## config.mk

```make
export PLATFORM = sky130hd
export DESIGN_NAME = detector_jogada
export DESIGN_NICKNAME = d
export VERILOG_FILES = /design/src/rtl/detector_jogada.sv
export SDC_FILE = /design/constraint.sdc
export NUM_CORES = 1
export LEC_CHECK = 0
export BUFFER_PORTS_ARGS = -buffer_cell sky130_fd_sc_hd__buf_2
export CORE_MARGIN = 2
export CORE_UTILIZATION = 51
export DETAILED_ROUTE_END_ITERATION = 16
export HOLD_SLACK_MARGIN = 0.06
export PLACE_DENSITY = 0.75
export SLEW_MARGIN = 20
export SYNTH_ARGS = -nofsm -noshare
export SYNTH_HDL_FRONTEND = slang
export SYNTH_SLANG_ARGS = --single-unit
```

## constraint.sdc

```tcl
create_clock -name clock -period 2.3 [get_ports clock]
set_clock_uncertainty 0.1 [all_clocks]
set_input_delay 0.115 -clock clock [delete_from_list [all_inputs] [get_ports clock]]
set_output_delay 0.115 -clock clock [all_outputs]
set_load 0.1 [all_outputs]
```

## src/rtl/detector_jogada.sv

```systemverilog
// Button input conditioning: two-flop synchronizer, press/release debounce FSM,
// one-cycle play pulse and registered play code with a multi-button flag.
module detector_jogada #(
   parameter int N_BOTOES        = 4,
   parameter int DEBOUNCE_CYCLES = 4
) (
   input  logic                clock,
   input  logic                reset,
   input  logic                habilita,
   input  logic                limpa,
   input  logic [N_BOTOES-1:0] botoes,
   output logic [N_BOTOES-1:0] jogada,
   output logic                jogada_feita,
   output logic                tem_jogada,
   output logic                multipla,
   output logic [3:0]          db_estado
);

   localparam int CW = (DEBOUNCE_CYCLES > 1) ? $clog2(DEBOUNCE_CYCLES) : 1;
   localparam logic [CW-1:0] CNT_MAX = CW'(DEBOUNCE_CYCLES - 1);

   localparam logic [3:0] IDLE         = 4'd0;
   localparam logic [3:0] DEBOUNCE     = 4'd1;
   localparam logic [3:0] REGISTRA     = 4'd2;
   localparam logic [3:0] ESPERA_SOLTA = 4'd3;

   logic [N_BOTOES-1:0] sync1_q, sync2_q;
   logic [N_BOTOES-1:0] cand_q, cand_d;
   logic [N_BOTOES-1:0] jogada_q, jogada_d;
   logic                multipla_q, multipla_d;
   logic [CW-1:0]       cnt_q, cnt_d;
   logic [3:0]          estado_q, estado_d;
   logic [N_BOTOES-1:0] botoes_s;
   logic                cand_multi;

   assign botoes_s = sync2_q;
   // More than one bit set iff clearing the lowest set bit leaves something.
   assign cand_multi = (cand_q & (cand_q - N_BOTOES'(1))) != '0;

   always_comb begin
      estado_d   = estado_q;
      cand_d     = cand_q;
      cnt_d      = cnt_q;
      jogada_d   = jogada_q;
      multipla_d = multipla_q;

      if (limpa) begin
         jogada_d   = '0;
         multipla_d = 1'b0;
      end

      case (estado_q)
         IDLE: begin
            if (habilita && (botoes_s != '0)) begin
               cand_d   = botoes_s;
               cnt_d    = '0;
               estado_d = DEBOUNCE;
            end
         end
         DEBOUNCE: begin
            if (botoes_s == '0) begin
               estado_d = IDLE;
            end else if (botoes_s != cand_q) begin
               cand_d = botoes_s;
               cnt_d  = '0;
            end else if (cnt_q == CNT_MAX) begin
               // Load takes priority over a simultaneous limpa.
               jogada_d   = cand_q;
               multipla_d = cand_multi;
               estado_d   = REGISTRA;
            end else begin
               cnt_d = cnt_q + CW'(1);
            end
         end
         REGISTRA: begin
            cnt_d    = '0;
            estado_d = ESPERA_SOLTA;
         end
         ESPERA_SOLTA: begin
            if (botoes_s != '0) begin
               cnt_d = '0;
            end else if (cnt_q == CNT_MAX) begin
               estado_d = IDLE;
            end else begin
               cnt_d = cnt_q + CW'(1);
            end
         end
         default: begin
            estado_d = IDLE;
         end
      endcase
   end

   always_ff @(posedge clock or negedge reset) begin
      if (!reset) begin
         sync1_q    <= '0;
         sync2_q    <= '0;
         cand_q     <= '0;
         cnt_q      <= '0;
         estado_q   <= IDLE;
         jogada_q   <= '0;
         multipla_q <= 1'b0;
      end else begin
         sync1_q    <= botoes;
         sync2_q    <= sync1_q;
         cand_q     <= cand_d;
         cnt_q      <= cnt_d;
         estado_q   <= estado_d;
         jogada_q   <= jogada_d;
         multipla_q <= multipla_d;
      end
   end

   assign jogada       = jogada_q;
   assign multipla     = multipla_q;
   assign jogada_feita = (estado_q == REGISTRA);
   assign tem_jogada   = |botoes_s;
   assign db_estado    = estado_q;

endmodule
```

# [Word-level counts from Yosys, hierarchy flattened]
# Index checks and enable logic that the tools add are counted.
[op_classes] reduce_logical=11 eq_ne=12 n_bitwise=1 mux=27 n_addsub=2
[op_table] op="$mux W4" n=14
[op_table] op="$pmux W4 S4" n=1
[op_table] op="$reduce_bool A4 Y1" n=3
[op_table] op="$mux W2" n=5
[op_table] op="$ne A2 B2 Y1 const B" n=5
[op_table] op="$eq A4 B2 Y1 const B" n=2
[op_table] op="$logic_not A4 Y1" n=2
[op_table] op="$pmux W2 S4" n=1
[op_table] op="$pmux W4 S2" n=1
[op_table] op="$ne A3 B3 Y1 const B" n=2
[op_table] op="$mux W1" n=5
[op_table] op="$reduce_and A5 Y1" n=1
[op_table] op="$and A4 B4 Y4" n=1
[op_table] op="$eq A4 B1 Y1 const B" n=1
[op_table] op="$ne A4 B4 Y1" n=1
[op_table] op="$reduce_and A4 Y1" n=1
[op_table] op="$reduce_or A4 Y1" n=1
[op_table] op="$sub A4 B1 Y4 const B" n=1
[op_table] op="$reduce_and A3 Y1" n=1
[op_table] op="$add A2 B1 Y2 const B" n=1
[op_table] op="$eq A2 B2 Y1 const B" n=1
[op_table] op="$reduce_bool A2 Y1" n=1
[op_table] op="$logic_and A1 B1 Y1" n=1
[word_totals] regBits=23 inputBits=8

# [Logic depth before layout (Yosys ltp)]
[depth] word_depth=7 mapped_depth=5

# [Worst setup path before layout]
# No wires, ideal clock.
[synth_timing] path_kind="reg2out" from="register estado_q[1] (netlist: db_estado[1])" to="output jogada_feita" n_path_buf=1 stages_incl_launch_ff=3 required_ns=2.085 arrival_time_ns=2.583 slack_ns=-0.498 path_cell_list="dfrtp_1 clkbuf_1 nor2b_1"
[synth_via] elab_chain_len=1
[synth_rtl] item="from (decl)" line_no="32" rtl="logic [3:0] estado_q, estado_d;"
[synth_rtl] item="from (signal assigned)" line_no="108" rtl="estado_q <= estado_d;"
[synth_rtl] item="$eq A4 B2 Y1" line_no="116" rtl="assign jogada_feita = (estado_q == REGISTRA);"
[synth_rtl] item="to (decl)" line_no="13" rtl="output logic jogada_feita,"
# No other way between the ends.

# [Worst setup path in the final report]
[layout_timing] from="register sync2_q[0] (netlist: botoes_s[0])" to="register jogada_q[1] (netlist: jogada[1])"
[layout_via] elab_chain_len=4 elab_cells_between_ends=5 cone_classes="1 x eq/ne; 3 x mux; 1 x reduce/logical"
[layout_rtl] item="from (decl)" line_no="27" rtl="logic [N_BOTOES-1:0] sync1_q, sync2_q;"
[layout_rtl] item="from (signal assigned)" line_no="105" rtl="sync2_q <= sync1_q;"
[layout_rtl] item="$ne A4 B4 Y1" line_no="63" rtl="end else if (botoes_s != cand_q) begin"
[layout_rtl] item="$mux W4" line_no="63"
[layout_rtl] item="$mux W4 *" line_no="61" rtl="if (botoes_s == '0) begin"
[layout_rtl] item="$mux W4 *" line_no="52" rtl="case (estado_q)"
[layout_rtl] item="via jogada_d[1]" line_no="29" rtl="logic [N_BOTOES-1:0] jogada_q, jogada_d;"
[layout_rtl] item="to (signal assigned)" line_no="109" rtl="jogada_q <= jogada_d;"
[layout_rtl] item="to (decl)" line_no="29"
# Mark *: on every way through the listed nets, which the timed path passes. The rest lies on a longest branch.
# A chain may end at the register's enable or synchronous reset.

==> impl_summary.log <==
INFO  metric max_cap_violations = 0
INFO  metric power.static_leakage = 0.511 nW
INFO  metric min_path_type = in -> reg
INFO  metric clkLatencyLatePin = about 0.30 ns
INFO  metric regToRegStartpoint = botoes_s[0]$_DFF_PN0_
INFO  metric design.core.area = 0.00169 sq mm
INFO  metric yosys_register_bits = 21
INFO  metric maximum_number_of_pins_on_one_net_before_global_route_repair = 22
INFO  metric die_area = between 0.002 and 0.0025 sq mm
INFO  metric placement.io_buffers = 16
INFO  metric dr.pass1.iters = 4
INFO  metric h-tree-depth = 1
INFO  metric globalplace.congestion = 0.725
INFO  metric met3_length = 46 um
INFO  metric area_of_the_multi_input_gates = 342 sq um
INFO  metric fillCellCount = 132
INFO  metric grt_first_pass_wirelength = 2170 um
INFO  metric wl_met1 = just under 600 um
INFO  metric die_wd = 46.1 um
INFO  metric antenna_violating_nets_post_route = 0
INFO  metric grt_usage = between 10 and 15%
INFO  metric ff_to_ff_end = jogada[1]$_DFF_PN0_
INFO  metric register_to_register_path_depth = 4
INFO  metric yosysWarningCount = 0
INFO  metric wl_per_cell = 12.5 um
INFO  metric start_util = 53.4%
INFO  metric synthesis.area = approximately 900 sq um
INFO  metric netlist-cell-type-count = 30
INFO  metric num_io_pins = 19
INFO  metric syn_area_per_cell = 12.9 sq um
INFO  metric min_period = 1.98 ns
INFO  metric initial_antenna_violation_count = 0
INFO  metric drt_iter0_markers = 10
INFO  metric final_core_area_utilization = a little over three fifths
INFO  metric clock-sinks = 21
INFO  metric via_count_of_the_first_global_routing_pass = 538
INFO  metric path_clk_slew = around 0.12 ns
INFO  metric critical_path.cell_chain = xnor2_1, nand4_1, or4_1, mux2_4
INFO  metric cts_root_buffer = sky130_fd_sc_hd__clkbuf_4
INFO  metric clock.fmax = 504 MHz
INFO  metric timing_max_transition_violations_final = 0
INFO  metric std_cell_rows = 15
INFO  metric met2RoutedLength = approximately 720 um
INFO  metric finalHoldViolations = 0
INFO  metric postCtsSetupRepairBufs = 0
INFO  metric timing.critical_path.arrival = roughly 2.1 ns
INFO  metric setup_violation_total_in_the_final_timing_report = 0
INFO  metric post_drt_via_cell_ratio = roughly 5.3
INFO  metric netlist_instances = 70
INFO  metric max-slew-margin-rel = around 62%
INFO  metric cts_repair_resize_count = 0
INFO  metric cp-startpoint = botoes_s[0]$_DFF_PN0_
INFO  metric outcome = complete, no violations
INFO  metric num-nets-final = between 100 and 150
INFO  metric final.setup.tns = 0 ns
INFO  metric critPathMaxFanout = 5
INFO  metric tritoncts.num_buffers = 3
INFO  metric area_growth = 17.5%
INFO  metric post-place-cells = 100
INFO  metric die-height = 46.1 um
INFO  metric route.top_layer_used = met4
INFO  metric min_period_over_period = 86.2%
INFO  metric end_kind = flop
INFO  metric antenna-diode-count = 0
INFO  metric cp.required = 2.40 ns
INFO  metric grt-ovfl-total = 0
INFO  metric critPathMaxStageDelay = 0.66 ns
INFO  metric cts-root-to-sink-buffers = 2
INFO  metric max-vdd-ir-drop = ~660 uV
INFO  metric power_density = 630 mW/mm^2
INFO  metric drt-total-wl = 1360 um
INFO  metric via_count = 575
INFO  metric worstSetupStartpointType = flop
INFO  metric critical-path-slowest-cell = sky130_fd_sc_hd__or4_1
INFO  metric remaining_drc_errors = 0
INFO  metric grt_setup_unrepaired = no
INFO  metric path_class = reg -> reg
INFO  metric final-instance-count-excl-fill = 109
INFO  metric max_slew.worst_pin.slew = between 0.5 and 0.6 ns
INFO  metric worst_setup_path_endpoint = jogada[1]$_DFF_PN0_
INFO  metric cts_tree = done
INFO  metric post_route_cells_drive_above_1_share = 30.4%
INFO  metric area.sequential = 526 sq um
INFO  metric share_of_the_yosys_chip_area_belonging_to_registers = 58.3%
INFO  metric hpwl = 952 um
INFO  metric r2r_setup_slack = 0.32 ns
cell usage in the layout (no fill, tap or decap), drive strengths merged, types with 2 or more instances in the layout:
master,synthesis,final
a21oi,3,3
nor2,2,2
dlygate4sd3,0,5
o21ai,3,3
dfrtp,21,21
mux2,8,8
clkbuf,1,3
xnor2,4,4
nor2b,5,5
inv,3,3
conb,1,2
buf,3,16
critical path: cells and delay by family (launching register included):
family	cells	cell delay, ns
simple gates	2	0.83
xor+xnor	1	0.17
flops	1	0.43
mux	1	0.35
final cells by class:
type | instances | area share [%]
Clock inverter | 1 | 0.708
Multi-Input combinational cell | 43 | 32.2
Inverter | 3 | 1.06
Timing Repair Buffer | 21 | 12.3
Sequential cell | 21 | 49.6
Clock buffer | 3 | 2.13
Tap cell | 17 | 2.01
synthesized netlist by cell type:
master                       n  area share [%]
sky130_fd_sc_hd__mux2_1      4             5.0
sky130_fd_sc_hd__or4_1       1            0.83
sky130_fd_sc_hd__nor2b_1     5             3.5
sky130_fd_sc_hd__inv_2       1            0.42
sky130_fd_sc_hd__buf_4       2             1.7
sky130_fd_sc_hd__inv_1       2            0.83
sky130_fd_sc_hd__nor3_1      1            0.55
sky130_fd_sc_hd__o21ba_2     1             1.1
sky130_fd_sc_hd__maj3_1      1             1.1
sky130_fd_sc_hd__o22ai_1     1            0.69
sky130_fd_sc_hd__o211a_1     1             1.1
sky130_fd_sc_hd__buf_6       1             1.2
sky130_fd_sc_hd__dfrtp_1    21              58
sky130_fd_sc_hd__nand2b_1    1            0.69
sky130_fd_sc_hd__a2bb2oi_1   1            0.97
sky130_fd_sc_hd__clkbuf_1    1            0.42
sky130_fd_sc_hd__conb_1      1            0.42
sky130_fd_sc_hd__o21ai_0     3             1.7
sky130_fd_sc_hd__xnor2_1     4             3.9
sky130_fd_sc_hd__nor2_1      2            0.83
sky130_fd_sc_hd__mux2i_1     1             1.1
sky130_fd_sc_hd__o21a_1      1            0.83
sky130_fd_sc_hd__nand4_1     1            0.69
sky130_fd_sc_hd__o31ai_1     1            0.83
sky130_fd_sc_hd__nand3_1     1            0.55
sky130_fd_sc_hd__a21oi_1     3             1.7
sky130_fd_sc_hd__mux2_4      4             6.7
sky130_fd_sc_hd__nand2_1     1            0.42
sky130_fd_sc_hd__nor4_2      1             1.4
sky130_fd_sc_hd__or3_1       1            0.69
per-layer routing:
layer  global-route usage (%)  up-vias
met2                     26.4       14
li1                         -      279
met1                     17.4      280
met4                     5.14        0
met5                        0        -
met3                     2.35        2
what timing repair did:
| action | 4_1_cts | 5_1_grt |
|---|---|---|
| hold buffers | 5 | 0 |
| hold endpoints to repair | 25 | 0 |
| endpoints found under the setup margin | 0 | 0 |
how the worst min path moves through the flow:
stage          startpoint                     to  slack, ns  cells after the start
6_report            limpa     multipla$_DFF_PN0_       0.06                      3
3_5_place_dp        reset    jogada[0]$_DFF_PN0_      -0.01                      1
4_1_cts             limpa     multipla$_DFF_PN0_       0.07                      3
3_3_place_gp        reset    jogada[0]$_DFF_PN0_      -0.02                      1
5_1_grt             limpa     multipla$_DFF_PN0_       0.09                      3
2_1_floorplan       reset  botoes_s[0]$_DFF_PN0_      -0.28                      0
cells by family after synthesis:
group	Yosys count	synth area share, %
multiplexers	9	12.8
XOR/XNOR	4	3.88
AO/OA/AOI/OAI	12	8.88
other	1	0.416
adder cells (fa/ha/maj)	1	1.11
buffers and inverters	7	4.58
AND/OR/NAND/NOR	15	10.1
flip-flops	21	58.3
metrics by stage:
stage / instance area, sq um / power, mW / hold WS, ns / setup WS (ns)
floorplan: 908 / 0.471 / -0.281 / -0.00428
global placement: 980 / 0.490 / -0.0176 / 0.346
CTS: 1060 / 0.679 / 0.0666 / 0.301
finish: 1060 / 0.668 / 0.0619 / 0.318
global route: 1060 / 0.698 / 0.0939 / 0.240
detailed placement: 980 / 0.492 / -0.0133 / 0.319
where the power goes:
group	leakage, nW	total [mW]	internal [mW]	switching, mW
Combinational	0.237	0.0862	0.0322	0.0540
Clock	0.0139	0.178	0.0660	0.112
Sequential	0.261	0.404	0.386	0.0179
flip-flops by register name, indices dropped and copies added, names as in the netlist:
name and flops:
cand_q 4, botoes_s 4, multipla 1, sync1_q 4, cnt_q 2, jogada 4, db_estado 2
(Power assumes the default switching activity.)
